`config.mk`:
```
export PLATFORM = sky130hd
export DESIGN_NAME = clint_multi
export DESIGN_NICKNAME = d
export VERILOG_FILES = /design/src/rtl/clint_multi.sv
export SDC_FILE = /design/constraint.sdc
export NUM_CORES = 1
export LEC_CHECK = 0
export ABC_CLOCK_PERIOD_IN_PS = 6200
export BUFFER_PORTS_ARGS = -buffer_cell sky130_fd_sc_hd__buf_2
export CAP_MARGIN = 20
export CELL_PAD_IN_SITES_DETAIL_PLACEMENT = 1
export CELL_PAD_IN_SITES_GLOBAL_PLACEMENT = 2
export CORE_UTILIZATION = 39
export CTS_CLUSTER_DIAMETER = 150
export CTS_CLUSTER_SIZE = 30
export DETAILED_ROUTE_END_ITERATION = 16
export PLACE_DENSITY_LB_ADDON = 0.1
export SYNTH_ARGS = -nofsm -noshare
export SYNTH_HDL_FRONTEND = slang
export SYNTH_SLANG_ARGS = --single-unit
```
`constraint.sdc`:
```
create_clock -name clock -period 6.2 [get_ports clock]
set_input_delay 1.24 -clock clock [delete_from_list [all_inputs] [get_ports clock]]
set_output_delay 1.24 -clock clock [all_outputs]
set_load 0.1 [all_outputs]
```
`src/rtl/clint_multi.sv`:
```
// Multi-hart core-local interruptor: mtime timebase, per-hart mtimecmp/msip,
// registered mtip, single-cycle bus response on the peripheral memory bus.
module clint_multi #(
  parameter int          harts      = 1,
  parameter int unsigned clk_freq   = 1000000000,
  parameter int unsigned rtc_freq   = 100000000,
  parameter logic [31:0] base_addr  = 32'h0200_0000,
  parameter int          time_width = 64
) (
  input  logic                  reset,
  input  logic                  clock,
  input  logic                  mem_valid,
  input  logic                  mem_instr,
  input  logic [31:0]           mem_addr,
  input  logic [31:0]           mem_wdata,
  input  logic [3:0]            mem_wstrb,
  output logic [31:0]           mem_rdata,
  output logic                  mem_ready,
  output logic [time_width-1:0] mtime_out,
  output logic [harts-1:0]      mtip,
  output logic [harts-1:0]      msip
);

  localparam int unsigned DIV = clk_freq / rtc_freq;
  localparam int          CW  = (DIV > 1) ? $clog2(DIV) : 1;

  logic [CW-1:0]         cnt_q, cnt_d;
  logic                  tick;
  logic [time_width-1:0] mtime_q, mtime_d;
  logic [time_width-1:0] cmp_q [harts];
  logic [time_width-1:0] cmp_d [harts];
  logic [harts-1:0]      msip_q, msip_d;
  logic [harts-1:0]      mtip_q, mtip_d;
  logic                  ready_q;
  logic [31:0]           rdata_q, rdata_d;

  logic [31:0] off;
  logic        in_win, acc, wr;
  logic        sel_msip, sel_cmp, sel_mtime;
  logic [11:0] idx_msip;
  logic [10:0] idx_cmp;
  logic        hi_word;
  logic [63:0] tmp;
  logic        unused_addr_bits;

  function automatic logic [31:0] merge(input logic [31:0] old,
                                        input logic [31:0] wd,
                                        input logic [3:0]  ws);
    logic [31:0] r;
    r = old;
    for (int b = 0; b < 4; b++)
      if (ws[b]) r[8*b +: 8] = wd[8*b +: 8];
    return r;
  endfunction

  // Offset arithmetic wraps, so addresses below base_addr fall outside the window.
  assign off              = mem_addr - base_addr;
  assign in_win           = (off[31:16] == 16'h0000);
  assign acc              = mem_valid & ~mem_instr;
  assign wr               = acc & (|mem_wstrb);
  assign sel_msip         = in_win & (off[15:14] == 2'b00);
  assign sel_cmp          = in_win & (off[15:14] == 2'b01);
  assign sel_mtime        = in_win & (off[15:3] == 13'h17FF);
  assign idx_msip         = off[13:2];
  assign idx_cmp          = off[13:3];
  assign hi_word          = off[2];
  assign unused_addr_bits = ^off[1:0];

  assign tick  = (cnt_q == CW'(DIV - 1));
  assign cnt_d = tick ? '0 : cnt_q + 1'b1;

  always_comb begin
    mtime_d = mtime_q + time_width'(tick);
    msip_d  = msip_q;
    cmp_d   = cmp_q;
    rdata_d = '0;
    tmp     = '0;

    // Write lanes land on top of the incremented value, so a coincident tick
    // still reaches the bytes that were not written.
    if (acc && sel_mtime) begin
      tmp     = 64'(mtime_q);
      rdata_d = hi_word ? tmp[63:32] : tmp[31:0];
      if (wr) begin
        tmp = 64'(mtime_d);
        if (hi_word) tmp[63:32] = merge(tmp[63:32], mem_wdata, mem_wstrb);
        else         tmp[31:0]  = merge(tmp[31:0],  mem_wdata, mem_wstrb);
        mtime_d = tmp[time_width-1:0];
      end
    end

    for (int h = 0; h < harts; h++) begin
      if (acc && sel_msip && (32'(idx_msip) == h)) begin
        rdata_d = {31'b0, msip_q[h]};
        if (wr && mem_wstrb[0]) msip_d[h] = mem_wdata[0];
      end
      if (acc && sel_cmp && (32'(idx_cmp) == h)) begin
        tmp     = 64'(cmp_q[h]);
        rdata_d = hi_word ? tmp[63:32] : tmp[31:0];
        if (wr) begin
          if (hi_word) tmp[63:32] = merge(tmp[63:32], mem_wdata, mem_wstrb);
          else         tmp[31:0]  = merge(tmp[31:0],  mem_wdata, mem_wstrb);
          cmp_d[h] = tmp[time_width-1:0];
        end
      end
    end

    for (int h = 0; h < harts; h++)
      mtip_d[h] = (mtime_d >= cmp_d[h]);
  end

  always_ff @(posedge clock or negedge reset) begin
    if (!reset) begin
      cnt_q   <= '0;
      mtime_q <= '0;
      msip_q  <= '0;
      mtip_q  <= '0;
      ready_q <= 1'b0;
      rdata_q <= '0;
      for (int h = 0; h < harts; h++) cmp_q[h] <= '1;
    end else begin
      cnt_q   <= cnt_d;
      mtime_q <= mtime_d;
      msip_q  <= msip_d;
      mtip_q  <= mtip_d;
      ready_q <= mem_valid;
      rdata_q <= rdata_d;
      for (int h = 0; h < harts; h++) cmp_q[h] <= cmp_d[h];
    end
  end

  assign mem_ready = ready_q;
  assign mem_rdata = ready_q ? rdata_q : '0;
  assign mtime_out = mtime_q;
  assign mtip      = mtip_q;
  assign msip      = msip_q;

endmodule

```
==> results.yml <==
run_status:
  status: "finished, final reports clean"
global_routing:
  grt_pass1_wl_mm: 50.0
  grt_antenna_before_repair: 2
  grt_use_total_pct: 24.5
  grt_start_max_net_pins: 90
  grt_pass1_vias: 8452
  overflow: 0
timing:
  setup_viol: 0
  timing.fmax_mhz: 190
  maxSlewHeadroom_pct: 38.8
  tns_ns: 0
  worstMarginPinSlew_ns: 0.919
  hold_viol: 0
  timing.final.crit_share_pct: 84.9
  fin_skew_ns: 0.0130
  rsz0062_at_grt: "false"
  finalMaxSlewViolations: 0
  min_period_ns: 5.27
critical_path:
  critical_path_class: "flop to flop"
  critPathLaunch: "cnt_q[2]$_DFF_PN0_"
  ff2ff_path_depth: 18
  cp.arrival_ns: 5.58
  r2r_slack_ns: 0.93
  end_kind: "flop"
  cp_max_fo: 8
  crit_path_end: "mtip$_DFF_PN0_"
  r2r-end: "mtip$_DFF_PN0_"
  crit_path_start_kind: "flop"
  r2r-start: "cnt_q[2]$_DFF_PN0_"
  required_ns: 6.51
placement:
  numPortBuffers: 168
  dp_cells: 1496
  hpwl_mm: 24.0
  gp_congestion: 0.801
die:
  core_area_um2: 26100
  start_util_pct: 39.7
  die_w_um: 165
  die_h_um: 165
  dieArea_um2: 27200
  num_rows: 59
  pin_count: 171
routing:
  routed_wl_mm: 32.3
  remaining_drc_errors: 0
  routedWlPerCell_um: 21.1
  vias_per_cell: 5.54
  antenna_left: 0
  first_iter_violations: 402
  vias: 8464
  first_pass_iters: 4
cts:
  cts_resized: 0
  clock-sinks: 167
  numCtsBuffers: 17
  postCtsSetupBuffers: 0
  cts_buffer_depth: 2
  path_clk_slew_ns: 0.07
  cts_tree: "done"
  holdBufCountCts: 0
  cts-htree-levels: 4
  insertion_delay_ns: 0.43
  root_buffer: "clkbuf_16"
pwr:
  power.density_nw_per_um2: 185
  peakVddDrop_mv: 0.125
  power_leakage_nw: 5.74
synthesis:
  ys.flop_type: "dfrtp_1"
  yosys.area.top_type: "dfrtp_1"
  yosys-top-cells-count: "mux2i_1 (122), dfrtp_1 (103), nor2_1 (83)"
  syn_avg_cell_area_um2: 10.3
  syn_nets: 1145
  ys_ff_latch: 167
  yosysMostFrequentCell: "mux2i_1"
  synth_top_area_share_pct: 24.9
  yosysUniqueCellTypes: 54
  synth-edff-count: 0
  yosys-top-cells-area: "dfrtp_1 (25%), dfstp_2 (16%), mux2i_1 (12%)"
  synth_area_um2: 10400
  syn_inst: 1006
  ys_warn_count: 0
  yosysSeqAreaShare_pct: 41.1
  async_reset_ff_share_pct: 100
finish:
  final_cells: 1529
  drive_gt1_share_pct: 29.3
  nets: 1319
  area.growth.synth_to_final_pct: 17.8
  fillCellCount: 2980
job:
  drv_cap: 0
min_path:
  hp-class: "flop to flop"
final cells by class:
class	count	area [µm²]	share of cell area (%)
repair buffers	193	1040	8.50
clock buffers	20	447	3.66
well taps	335	419	3.43
diodes	1	2.50	0.0205
clock inverters	12	119	0.974
multi-input cells	771	5810	47.6
flip-flops and latches	167	4260	34.9
inverters	30	113	0.923
cells in the final DEF (no fill, tap or decap), types with 42 or more instances in the layout:
| cell type | n |
|---|---|
| a21oi_1 | 76 |
| buf_2 | 166 |
| dfrtp_1 | 103 |
| dfstp_2 | 64 |
| ha_1 | 67 |
| mux2_2 | 52 |
| mux2i_1 | 122 |
| nand2_1 | 42 |
| nand3_1 | 42 |
| nor2_1 | 83 |
per-layer routing:
metal / vias to the layer above / routed length [µm] / GRT usage (%)
met1: 4264 / 15900 / 35.4
met4: 2 / 327 / 5.88
met5: - / 12 / 0
met3: 23 / 1100 / 3.31
met2: 161 / 15000 / 38.6
li1: 4014 / - / -
report_power, final:
group	internal, mW	total (mW)	switching (mW)
registers	1.09	1.09	0.0000821
logic	0.0340	0.108	0.0743
clock network	0.571	1.06	0.491
total	1.70	2.26	0.566
worst max-delay path, stage by stage, from the launching register on:
cell and delay [ns]:
dfrtp_1 0.42, nand2b_1 0.19, nor3_1 0.22, ha_1 0.26, ha_1 0.24, nand4_1 0.35, nor4_4 0.72, and2_1 0.44
nand2_1 0.17, o21ai_0 0.19, a31oi_1 0.13, ha_1 0.20, a211oi_1 0.25, o21ai_0 0.16, a221oi_1 0.41, buf_4 0.20
nand4_1 0.07, a31o_2 0.23, a211o_1 0.28
state kept, by name (all words and copies together) (netlist names):
name,flops
msip,1
mem_ready,1
mtime_out,64
rdata_q,32
cnt_q,4
cmp_q,64
mtip,1
per-stage QoR:
stage | utilization [%] | power [mW] | worst slack (ns) | instance area (µm²) | hold WS (ns)
after floorplan | - | 1.14 | 1.60 | 10400 | 0.478
after global placement | 44.6 | 1.22 | 0.814 | 11600 | 0.509
after detailed placement | 44.6 | 1.22 | 0.695 | 11600 | 0.509
after CTS | 46.8 | 2.29 | 0.921 | 12200 | 0.522
after global routing | 46.8 | 2.33 | 0.523 | 12200 | 0.571
final | 46.8 | 2.26 | 0.933 | 12200 | 0.532
how the worst min path moves through the flow:
stage	endpoint	cells past startpoint	slack [ns]	start
after floorplan	cnt_q[2]$_DFF_PN0_	1	0.48	cnt_q[2]$_DFF_PN0_
after global placement	cnt_q[2]$_DFF_PN0_	1	0.51	cnt_q[2]$_DFF_PN0_
after detailed placement	cnt_q[2]$_DFF_PN0_	1	0.51	cnt_q[2]$_DFF_PN0_
after CTS	cnt_q[2]$_DFF_PN0_	1	0.52	cnt_q[2]$_DFF_PN0_
after global routing	cnt_q[2]$_DFF_PN0_	1	0.57	cnt_q[2]$_DFF_PN0_
final	cnt_q[2]$_DFF_PN0_	1	0.53	cnt_q[2]$_DFF_PN0_
kinds of logic after synthesis:
family / count (synthesis) / share of synthesized area (%)
AOI/OAI and AO/OA: 148 / 8.32
xor gates and xnor gates: 63 / 5.33
adders and majority gates: 67 / 8.09
buffers and inverters: 68 / 2.81
DFF: 167 / 41.1
muxes: 181 / 18.2
and+or+nand+nor: 312 / 16.1
(Power assumes the default switching activity.)
